$ cat src/rtl/spawn_scheduler_pkg.sv
// -----------------------------------------------------------------------------
// spawn_scheduler_pkg
//   Shared constants, FSM state encoding and small helpers for the spawn
//   scheduler of the falling-object game.
//   Contents:
//     NUM_SLOTS / SLOT_W     object slot count and index width
//     BASE_INTERVAL / CNT_W  frames between spawns at level 0, counter width
//     MAX_REPEAT             max consecutive spawns in one lane
//     MAX_RETRY              resample attempts before forced acceptance
//     HBP / LANE_PITCH /     lane geometry: lane k sits at HBP + k*LANE_PITCH
//     NUM_LANES
//     state_t                scheduler FSM states
//     interval_for()         frames per spawn for a difficulty level
//     is_lane()              1 when an x-position is exactly a lane position
// -----------------------------------------------------------------------------
package spawn_scheduler_pkg;

  localparam int NUM_SLOTS     = 8;
  localparam int SLOT_W        = $clog2(NUM_SLOTS);
  localparam int BASE_INTERVAL = 60;
  localparam int CNT_W         = 8;
  localparam int MAX_REPEAT    = 2;
  localparam int MAX_RETRY     = 7;
  localparam int HPOS_W        = 10;
  localparam int DROP_W        = 8;
  localparam int REP_W         = 4;
  localparam int RETRY_W       = $clog2(MAX_RETRY + 1);

  localparam int HBP        = 295;
  localparam int LANE_PITCH = 120;
  localparam int NUM_LANES  = 3;

  typedef enum logic [2:0] {
    ST_IDLE   = 3'd0,
    ST_WAIT   = 3'd1,
    ST_SAMPLE = 3'd2,
    ST_ALLOC  = 3'd3,
    ST_ISSUE  = 3'd4
  } state_t;

  // Interval shrinks by halving per level but never reaches zero frames.
  function automatic logic [CNT_W-1:0] interval_for(input logic [1:0] level);
    logic [CNT_W-1:0] v;
    v = CNT_W'(BASE_INTERVAL) >> level;
    if (v == '0) v = CNT_W'(1);
    return v;
  endfunction

  function automatic logic is_lane(input logic [HPOS_W-1:0] hpos);
    logic hit;
    hit = 1'b0;
    for (int k = 0; k < NUM_LANES; k++) begin
      if (hpos == HPOS_W'(HBP + k * LANE_PITCH)) hit = 1'b1;
    end
    return hit;
  endfunction

endpackage

$ cat src/rtl/spawn_scheduler_slot_alloc.sv
// -----------------------------------------------------------------------------
// spawn_scheduler_slot_alloc
//   Owns the object-slot occupancy vector and finds the lowest free slot.
//   Ports:
//     i_clk, i_rst      clock, synchronous active-high reset
//     i_clear_all       free every slot (game start)
//     i_set_en/_slot    mark a slot busy (spawn handshake)
//     i_clr_en/_slot    mark a slot free (despawn report)
//     o_slot_busy       occupancy vector
//     o_free_slot       lowest-index free slot (valid when o_any_free)
//     o_any_free        at least one slot is free
// -----------------------------------------------------------------------------
module spawn_scheduler_slot_alloc
  import spawn_scheduler_pkg::*;
(
  input  logic                 i_clk,
  input  logic                 i_rst,
  input  logic                 i_clear_all,
  input  logic                 i_set_en,
  input  logic [SLOT_W-1:0]    i_set_slot,
  input  logic                 i_clr_en,
  input  logic [SLOT_W-1:0]    i_clr_slot,
  output logic [NUM_SLOTS-1:0] o_slot_busy,
  output logic [SLOT_W-1:0]    o_free_slot,
  output logic                 o_any_free
);

  logic [NUM_SLOTS-1:0] r_busy;
  logic [NUM_SLOTS-1:0] w_busy_next;

  // Per-slot next state: a set in the same cycle as a clear of that slot wins.
  genvar gi;
  generate
    for (gi = 0; gi < NUM_SLOTS; gi++) begin : g_slot
      logic w_set_hit;
      logic w_clr_hit;
      assign w_set_hit = i_set_en && (i_set_slot == SLOT_W'(gi));
      assign w_clr_hit = i_clr_en && (i_clr_slot == SLOT_W'(gi));
      assign w_busy_next[gi] = w_set_hit ? 1'b1 :
                               w_clr_hit ? 1'b0 : r_busy[gi];
    end
  endgenerate

  always_ff @(posedge i_clk) begin
    if (i_rst || i_clear_all) begin
      r_busy <= '0;
    end else begin
      r_busy <= w_busy_next;
    end
  end

  // Descending scan so the lowest free index is the one left standing.
  always_comb begin
    o_free_slot = '0;
    o_any_free  = 1'b0;
    for (int i = NUM_SLOTS - 1; i >= 0; i--) begin
      if (!r_busy[i]) begin
        o_free_slot = SLOT_W'(i);
        o_any_free  = 1'b1;
      end
    end
  end

  assign o_slot_busy = r_busy;

endmodule

$ cat src/rtl/spawn_scheduler.sv
// -----------------------------------------------------------------------------
// spawn_scheduler
//   Every spawn interval (in frames) samples the LFSR lane position, applies
//   the lane-repeat limit with bounded resampling, allocates a free object
//   slot and offers {hpos, slot} to the object engine over valid/ready.
//   Ports:
//     i_clk, i_rst        clock, synchronous active-high reset
//     i_game_en           1 = game running, 0 = return to idle
//     i_frame_tick        one-cycle pulse per video frame
//     i_level             difficulty; interval = max(1, 60 >> level)
//     i_rand_hpos         fresh lane candidate from the LFSR every cycle
//     o_rng_reseed        one-cycle pulse on game start
//     o_spawn_valid/      spawn request and its acceptance
//     i_spawn_ready
//     o_spawn_hpos/_slot  lane x-position and slot of the pending spawn
//     i_despawn_valid/    slot freed by the object engine
//     i_despawn_slot
//     o_slot_busy         slot occupancy vector
//     o_drop_cnt          saturating count of spawns dropped for lack of slots
// -----------------------------------------------------------------------------
module spawn_scheduler
  import spawn_scheduler_pkg::*;
(
  input  logic                 i_clk,
  input  logic                 i_rst,
  input  logic                 i_game_en,
  input  logic                 i_frame_tick,
  input  logic [1:0]           i_level,
  input  logic [HPOS_W-1:0]    i_rand_hpos,
  output logic                 o_rng_reseed,
  output logic                 o_spawn_valid,
  input  logic                 i_spawn_ready,
  output logic [HPOS_W-1:0]    o_spawn_hpos,
  output logic [SLOT_W-1:0]    o_spawn_slot,
  input  logic                 i_despawn_valid,
  input  logic [SLOT_W-1:0]    i_despawn_slot,
  output logic [NUM_SLOTS-1:0] o_slot_busy,
  output logic [DROP_W-1:0]    o_drop_cnt
);

  state_t              r_state;
  logic                r_rng_reseed;
  logic                r_spawn_valid;
  logic [HPOS_W-1:0]   r_spawn_hpos;
  logic [SLOT_W-1:0]   r_spawn_slot;
  logic [DROP_W-1:0]   r_drop_cnt;
  logic [HPOS_W-1:0]   r_last_hpos;
  logic [REP_W-1:0]    r_repeat_cnt;
  logic [RETRY_W-1:0]  r_retry_cnt;
  logic [CNT_W-1:0]    r_frame_cnt;
  logic [HPOS_W-1:0]   r_cand;

  logic                w_lane_ok;
  logic                w_repeat_block;
  logic                w_retry_last;
  logic                w_handshake;
  logic                w_clr_en;
  logic                w_clear_all;
  logic [CNT_W-1:0]    w_reload;
  logic [SLOT_W-1:0]   w_free_slot;
  logic                w_any_free;

  assign w_lane_ok      = is_lane(i_rand_hpos);
  assign w_repeat_block = (i_rand_hpos == r_last_hpos) &&
                          (r_repeat_cnt == REP_W'(MAX_REPEAT));
  assign w_retry_last   = (r_retry_cnt == RETRY_W'(MAX_RETRY));
  // An abort (game_en low) in the handshake cycle wins: nothing is committed.
  assign w_handshake    = (r_state == ST_ISSUE) && r_spawn_valid &&
                          i_spawn_ready && i_game_en;
  assign w_clr_en       = (r_state != ST_IDLE) && i_despawn_valid;
  assign w_clear_all    = (r_state == ST_IDLE) && i_game_en;
  // Level is only looked at when a count is (re)loaded.
  assign w_reload       = interval_for(i_level);

  spawn_scheduler_slot_alloc u_slot_alloc (
    .i_clk       (i_clk),
    .i_rst       (i_rst),
    .i_clear_all (w_clear_all),
    .i_set_en    (w_handshake),
    .i_set_slot  (r_spawn_slot),
    .i_clr_en    (w_clr_en),
    .i_clr_slot  (i_despawn_slot),
    .o_slot_busy (o_slot_busy),
    .o_free_slot (w_free_slot),
    .o_any_free  (w_any_free)
  );

  always_ff @(posedge i_clk) begin
    if (i_rst) begin
      r_state       <= ST_IDLE;
      r_rng_reseed  <= 1'b0;
      r_spawn_valid <= 1'b0;
      r_spawn_hpos  <= HPOS_W'(HBP);
      r_spawn_slot  <= '0;
      r_drop_cnt    <= '0;
      r_last_hpos   <= HPOS_W'(HBP);
      r_repeat_cnt  <= '0;
      r_retry_cnt   <= '0;
      r_frame_cnt   <= '0;
      r_cand        <= HPOS_W'(HBP);
    end else begin
      r_rng_reseed <= 1'b0;
      if ((r_state != ST_IDLE) && !i_game_en) begin
        r_state       <= ST_IDLE;
        r_spawn_valid <= 1'b0;
      end else begin
        case (r_state)
          ST_IDLE: begin
            if (i_game_en) begin
              r_rng_reseed <= 1'b1;
              r_frame_cnt  <= w_reload;
              r_state      <= ST_WAIT;
            end
          end
          ST_WAIT: begin
            // Ticks arriving outside WAIT are simply not seen here.
            if (i_frame_tick) begin
              if (r_frame_cnt <= CNT_W'(1)) begin
                r_retry_cnt <= '0;
                r_state     <= ST_SAMPLE;
              end else begin
                r_frame_cnt <= r_frame_cnt - 1'b1;
              end
            end
          end
          ST_SAMPLE: begin
            if (w_lane_ok && !w_repeat_block) begin
              r_cand  <= i_rand_hpos;
              r_state <= ST_ALLOC;
            end else if (w_retry_last) begin
              // Out of retries: a legal lane is taken even if it repeats,
              // garbage is replaced by the first lane.
              r_cand  <= w_lane_ok ? i_rand_hpos : HPOS_W'(HBP);
              r_state <= ST_ALLOC;
            end else begin
              r_retry_cnt <= r_retry_cnt + 1'b1;
            end
          end
          ST_ALLOC: begin
            if (w_any_free) begin
              r_spawn_slot  <= w_free_slot;
              r_spawn_hpos  <= r_cand;
              r_spawn_valid <= 1'b1;
              r_state       <= ST_ISSUE;
            end else begin
              if (r_drop_cnt != '1) r_drop_cnt <= r_drop_cnt + 1'b1;
              r_frame_cnt <= w_reload;
              r_state     <= ST_WAIT;
            end
          end
          ST_ISSUE: begin
            if (w_handshake) begin
              r_spawn_valid <= 1'b0;
              r_last_hpos   <= r_spawn_hpos;
              if (r_spawn_hpos == r_last_hpos) begin
                if (r_repeat_cnt != '1) r_repeat_cnt <= r_repeat_cnt + 1'b1;
              end else begin
                r_repeat_cnt <= REP_W'(1);
              end
              r_frame_cnt <= w_reload;
              r_state     <= ST_WAIT;
            end
          end
          default: begin
            r_state       <= ST_IDLE;
            r_spawn_valid <= 1'b0;
          end
        endcase
      end
    end
  end

  assign o_rng_reseed  = r_rng_reseed;
  assign o_spawn_valid = r_spawn_valid;
  assign o_spawn_hpos  = r_spawn_hpos;
  assign o_spawn_slot  = r_spawn_slot;
  assign o_drop_cnt    = r_drop_cnt;

endmodule

$ cat config.mk
export PLATFORM = sky130hd
export DESIGN_NAME = spawn_scheduler
export DESIGN_NICKNAME = d
export VERILOG_FILES = /design/src/rtl/spawn_scheduler_pkg.sv /design/src/rtl/spawn_scheduler_slot_alloc.sv /design/src/rtl/spawn_scheduler.sv
export SDC_FILE = /design/constraint.sdc
export NUM_CORES = 1
export LEC_CHECK = 0
export BUFFER_PORTS_ARGS = -buffer_cell sky130_fd_sc_hd__buf_2
export CORE_MARGIN = 2
export CORE_UTILIZATION = 61
export DETAILED_ROUTE_END_ITERATION = 8
export HOLD_SLACK_MARGIN = 0.06
export PLACE_DENSITY = 0.92
export REMOVE_ABC_BUFFERS = 1
export SYNTH_ARGS = -nofsm -noshare
export SYNTH_HDL_FRONTEND = slang
export SYNTH_SLANG_ARGS = --single-unit
export TNS_END_PERCENT = 10
$ cat constraint.sdc
create_clock -name i_clk -period 3.13 [get_ports i_clk]
set_input_delay 0.4695 -clock i_clk [delete_from_list [all_inputs] [get_ports i_clk]]
set_output_delay 0.4695 -clock i_clk [all_outputs]
set_load 0.05 [all_outputs]
== Word-level counts from Yosys, hierarchy flattened ==
Index checks and enable logic that the tools add are counted.
Operators by class
  bitwise operators: 4
  add/sub/neg operators: 4
  reductions and logical operators: 55
  multiplexer cells: 64
  $lt $le $gt $ge: 1
  shift-type cells: 1
  eq/ne operators: 38
Operator list (number)
  3-bit two-way mux: 19
  8-bit two-way mux: 6
  8-bit case mux with 4 select lines: 1
  3-bit == test, second input constant: 10
  1-bit two-way mux: 30
  10-bit two-way mux: 3
  1-bit logical AND: 24
  10-bit == test: 2
  10-bit by 9-bit == test with 1-bit output, second input constant: 2
  2-bit nonzero test: 10
  3-bit by 2-bit == test with 1-bit output, second input constant: 6
  3-bit case mux with 5 select lines: 1
  2-bit != test, second input constant: 7
  3-bit AND reduction: 4
  10-bit == test, second input constant: 1
  3-bit by 1-bit == test with 1-bit output, second input constant: 3
  3-bit zero test: 3
  8-bit by 1-bit adder with 8-bit output, second input constant: 1
  8-bit by 1-bit <= comparator with 1-bit output, second input constant: 1
  8-bit zero test: 1
  4-bit two-way mux: 2
  8-bit != test, second input constant: 1
  4-bit AND reduction: 2
  6-bit by 2-bit >> shifter with 8-bit output, first input constant: 1
  other kinds (19): 26
Storage, ports and cells
  input bits: 21
  output and inout port bits: 31
  register bits: 69
  word-level logic and storage cells: 186

== Logic depth before layout (Yosys ltp) ==
  depth after elaboration: 10
  mapped depth: 7
  mapped depth without buffers: 7

== Hierarchy ==
From an unflattened synthesis, not the netlist that was laid out.
Unflattened totals
  cells, all modules: 431
  area, all modules: 3657.3 um^2
By module, submodules not included
  spawn_scheduler: area each 3185.6 um^2, times used 1, cells an instance 377, seq. area each 1221.2 um^2
  spawn_scheduler_slot_alloc: area each 471.7 um^2, times used 1, cells an instance 54, seq. area each 160.2 um^2

== Least setup slack after synthesis ==
No wires, ideal clock.
  kind: reg2reg
  start point: register u_slot_alloc.r_busy[5] (netlist: u_slot_alloc.o_slot_busy[5])
  end point: register r_frame_cnt[4]
  stages on the path, launching flop included: 7
  required time: 3.002 ns
  arrival: 2.117 ns
  setup slack: 0.885 ns
  setup time: 0.128 ns
  path buffers: 1
  period minus slack after synthesis: 2.245 ns
  cells stage by stage: dfxtp_1 nand4_2 o2111a_2 or4b_1 buf_2 o31ai_1 a21oi_1
On the way
  longest elaborated chain between the ends: 8
Ends and longest elaborated chain
  start: declaration: RTL line spawn_scheduler_slot_alloc.sv:28  | logic [NUM_SLOTS-1:0] r_busy;
  start signal: assignment: RTL line spawn_scheduler_slot_alloc.sv:48  | r_busy <= w_busy_next;
  1-bit two-way mux (6 in a row): RTL line spawn_scheduler_slot_alloc.sv:57  | if (!r_busy[i]) begin
  2-bit != test (no source line)
  7-bit AND reduction (no source line)
  end signal: assignment: RTL line spawn_scheduler.sv:111  | r_frame_cnt <= w_reload;
  end signal: assignment: RTL line spawn_scheduler.sv:122  | r_frame_cnt <= r_frame_cnt - 1'b1;
  end signal: assignment: RTL line spawn_scheduler.sv:147  | r_frame_cnt <= w_reload;
  end: declaration: RTL line spawn_scheduler.sv:50  | logic [CNT_W-1:0] r_frame_cnt;
No other way between the ends.
A chain may end at the register's enable or synchronous reset.

== Worst setup path in the final report ==
  start point: register r_repeat_cnt[1]
  end point: register r_cand[5]
On the way
  longest elaborated chain between the ends: 6
  elaborated cells between the ends (all ways): 7
  classes of those cells: eq/ne (1); mux (1); reduce/logical (5)
Ends and longest elaborated chain
  start: declaration: RTL line spawn_scheduler.sv:48  | logic [REP_W-1:0] r_repeat_cnt;
  start signal: assignment: RTL line spawn_scheduler.sv:156  | if (r_repeat_cnt != '1) r_repeat_cnt <= r_repeat_cnt + 1'b1;
  4-bit by 2-bit == test with 1-bit output *: RTL line spawn_scheduler.sv:65  | (r_repeat_cnt == REP_W'(MAX_REPEAT));
  1-bit logical AND *: RTL line spawn_scheduler.sv:64  | assign w_repeat_block = (i_rand_hpos == r_last_hpos) &&
  1-bit zero test *: RTL line spawn_scheduler.sv:127  | if (w_lane_ok && !w_repeat_block) begin
  1-bit logical AND *: RTL line spawn_scheduler.sv:127
  2-bit nonzero test (no source line)
  3-bit AND reduction (no source line)
  end signal: assignment: RTL line spawn_scheduler.sv:100  | r_cand <= HPOS_W'(HBP);
  end signal: assignment: RTL line spawn_scheduler.sv:128  | r_cand <= i_rand_hpos;
  end signal: assignment: RTL line spawn_scheduler.sv:133  | r_cand <= w_lane_ok ? i_rand_hpos : HPOS_W'(HBP);
  end: declaration: RTL line spawn_scheduler.sv:51  | logic [HPOS_W-1:0] r_cand;
Mark *: on every way between the ends. The rest lies on a longest branch, timed or not.

==> results.yml <==
timing:
  setup_viol: 0
  finalCriticalPeriod_ns: 2.34
  drv_slew: 0
  fin_crit_sh_pct: 74.6
  hold_viol: 0
  hold_ws_ns: 0.453
  fin_setup_tns_ns: 0
  worst_pin_slew_ns: 0.706
  clock_skew_ns: 0.00535
  rsz0062_at_grt: "false"
  fmax_mhz: 428
  max_slew_margin_pct: 52.8
drt:
  via_count: 3537
  via_per_inst: 6.35
  drc: 0
  final_antenna_net_count: 0
  avgRoutedWirePerCell_um: 16.6
  drt_iter0_drc: 233
  dr.pass1.iters: 7
  finalWirelength_mm: 9.23
synth:
  synth-async-reset-ratio_pct: 0
  synth_common_cells: "dfxtp_1, nand2_1, a21oi_1"
  ys_seq_elements: 69
  synth_edf_count: 0
  synth_area_leaders: "dfxtp_1, nand2_1, xnor2_1"
  synth_cell_types: 66
  ys.flop_type: "dfxtp_1"
  syn-cell-area_mm2: 0.00359
  yosysWarnings: 0
  synth_area_leader_cell: "dfxtp_1"
  avgSynthCellArea_um2: 8.28
  ys_seq_area_share_pct: 38.5
  synth_top_area_share_pct: 38.5
  yosysMostFrequentCell: "dfxtp_1"
  syn_inst: 433
clock_network:
  clock_sinks: 69
  postCtsSetupRepairBufs: 0
  cts-buffers-inserted: 9
  clockBufferDepth: 2
  cts_hold_buf: 0
  cts-root-buf: "clkbuf_8"
  htree_levels: 3
  cts_tree: "yes"
  worstSkewPairLatency_ns: 0.35
  cts_resized: 0
  path_clk_slew_ns: 0.08
setup_path:
  worstPathArrival_ns: 2.56
  crit_required_ns: 3.36
  cp_cell_sequence: "ha_1 -> nor3b_1 -> nand4_1 -> nor4_2 -> o31a_1 -> a21oi_1"
  cpPeakStageDelay_ns: 0.65
  critPathMaxFanout: 8
  cp-end-kind: "flip-flop"
  cp-start-kind: "flip-flop"
  cpMaxStageDelayCell: "nor4_2"
  critPathKind: "reg2reg"
place:
  routabilityCongestion: 0.951
  port_buffers: 51
  place_inst: 541
  dpl_cell_area_mm2: 0.00384
  hpwlAfterDp_mm: 6.38
global_route:
  grt_max_degree: 42
  grt_pass1_vias: 3289
  overflow: 0
  grt_pass1_wl_mm: 15.3
  track_usage_pct: 30.4
  antenna_found_initial: 0
power:
  peakVddDrop_v: 0.000459
  p_seq_share_pct: 46.0
  p_comb_share_pct: 12.1
  power_density_mw_per_mm2: 494
  total_power_mw: 2.01
  clkPwrFrac_pct: 41.9
  power.leakage_nw: 1.55
  p_switching_mw: 0.550
  swShare_pct: 27.4
  internal-power_mw: 1.46
run:
  drv_cap: 0
floorplan:
  core_mm2: 0.00561
  initial_core_util_pct: 64.0
  row_count: 27
  die_w_um: 80.7
  io_pins: 52
  die_area_mm2: 0.00651
  die_h_um: 80.7
cells_and_area:
  fin_area_mm2: 0.00407
  fin_nets: 508
  layout-drive-gt1-share_pct: 18.6
  syn_to_final_growth_pct: 13.5
  diodes: 0
  fin_cells: 557
run_status:
  status: "finished clean"
hold_path:
  hold_path.class: "reg2reg"
[path summary, 6_finish.rpt]
kind | cells after the start | slack, ns | start | endpoint
hold reg to reg | 1 | 0.45 | r_cand[1] | r_cand[1]
setup reg to reg | 6 | 0.79 | r_repeat_cnt[1] | r_cand[5]
setup / recovery | 6 | 0.79 | r_repeat_cnt[1] | r_cand[5]
hold / removal | 1 | 0.45 | r_cand[1] | r_cand[1]
[logic make-up after synthesis]
logic type,synth area share [%]
multiplexers,0.279
AND/OR/NAND/NOR,30.0
adder cells (fa/ha/maj),2.44
flip-flops,38.5
AO/OA/AOI/OAI,17.8
buffers and inverters,4.57
XOR/XNOR,6.35
[sequential cells by signal, indices dropped and copies added (netlist names)]
register and cells:
o_spawn_hpos 10, r_cand 10, r_last_hpos 10, o_drop_cnt 8
r_frame_cnt 8, u_slot_alloc.o_slot_busy 8, r_repeat_cnt 4, o_spawn_slot 3
r_retry_cnt 3, r_state 3, o_rng_reseed 1, o_spawn_valid 1
[per-layer routing]
layer | wire (µm) | vias to the layer above | track usage, %
li1 | - | 1665 | -
met1 | 3940 | 1677 | 38.9
met2 | 4370 | 168 | 48.5
met3 | 668 | 27 | 7.30
met4 | 247 | 0 | 13.6
met5 | 0 | - | 0
[power by group through the flow]
stage / Combinational, mW / Clock (mW) / Sequential [mW]
2_1_floorplan: 0.159 / 0 / 0.943
3_3_place_gp: 0.231 / 0 / 0.943
3_5_place_dp: 0.238 / 0 / 0.945
4_1_cts: 0.239 / 0.845 / 0.924
5_1_grt: 0.270 / 0.886 / 0.927
6_report: 0.244 / 0.842 / 0.925
[area by class of cell]
class,instances,area (µm²)
timing repair buffer,55,285
inverter,11,41.3
fill,464,1540
clock inverter,6,95.1
multi-input combinational,334,2040
sequential,69,1380
clock buffer,10,138
tap,72,90.1
[cells in the final DEF (no fill, tap or decap), drive strengths merged, types with 4 or more instances in the layout]
cell / instances
nor3b: 4
clkbuf: 10
a21oi: 35
a31oi: 4
nand4: 14
o31ai: 6
nand2: 66
nor3: 12
nor4: 9
xnor2: 24
ha: 7
nand2b: 9
nand3: 30
buf: 55
inv: 12
dfxtp: 69
a211oi: 5
nor2: 25
o21ai: 23
o211ai: 5
[stage by stage]
stage	util [%]	worst slack [ns]
finish	72.6	0.794
global route	72.6	0.638
floorplan	-	0.902
global placement	68.5	0.970
CTS	72.6	0.839
detailed placement	68.5	0.788
[critical path, delay by kind of cell, from the launching register on]
| family | cells | cell delay, ns |
|---|---|---|
| AND/OR/NAND/NOR | 3 | 1.10 |
| flip-flops | 1 | 0.39 |
| AO/OA/AOI/OAI | 2 | 0.55 |
| adder cells (fa/ha/maj) | 1 | 0.17 |
Note: power is estimated with default switching activity, not from simulation.
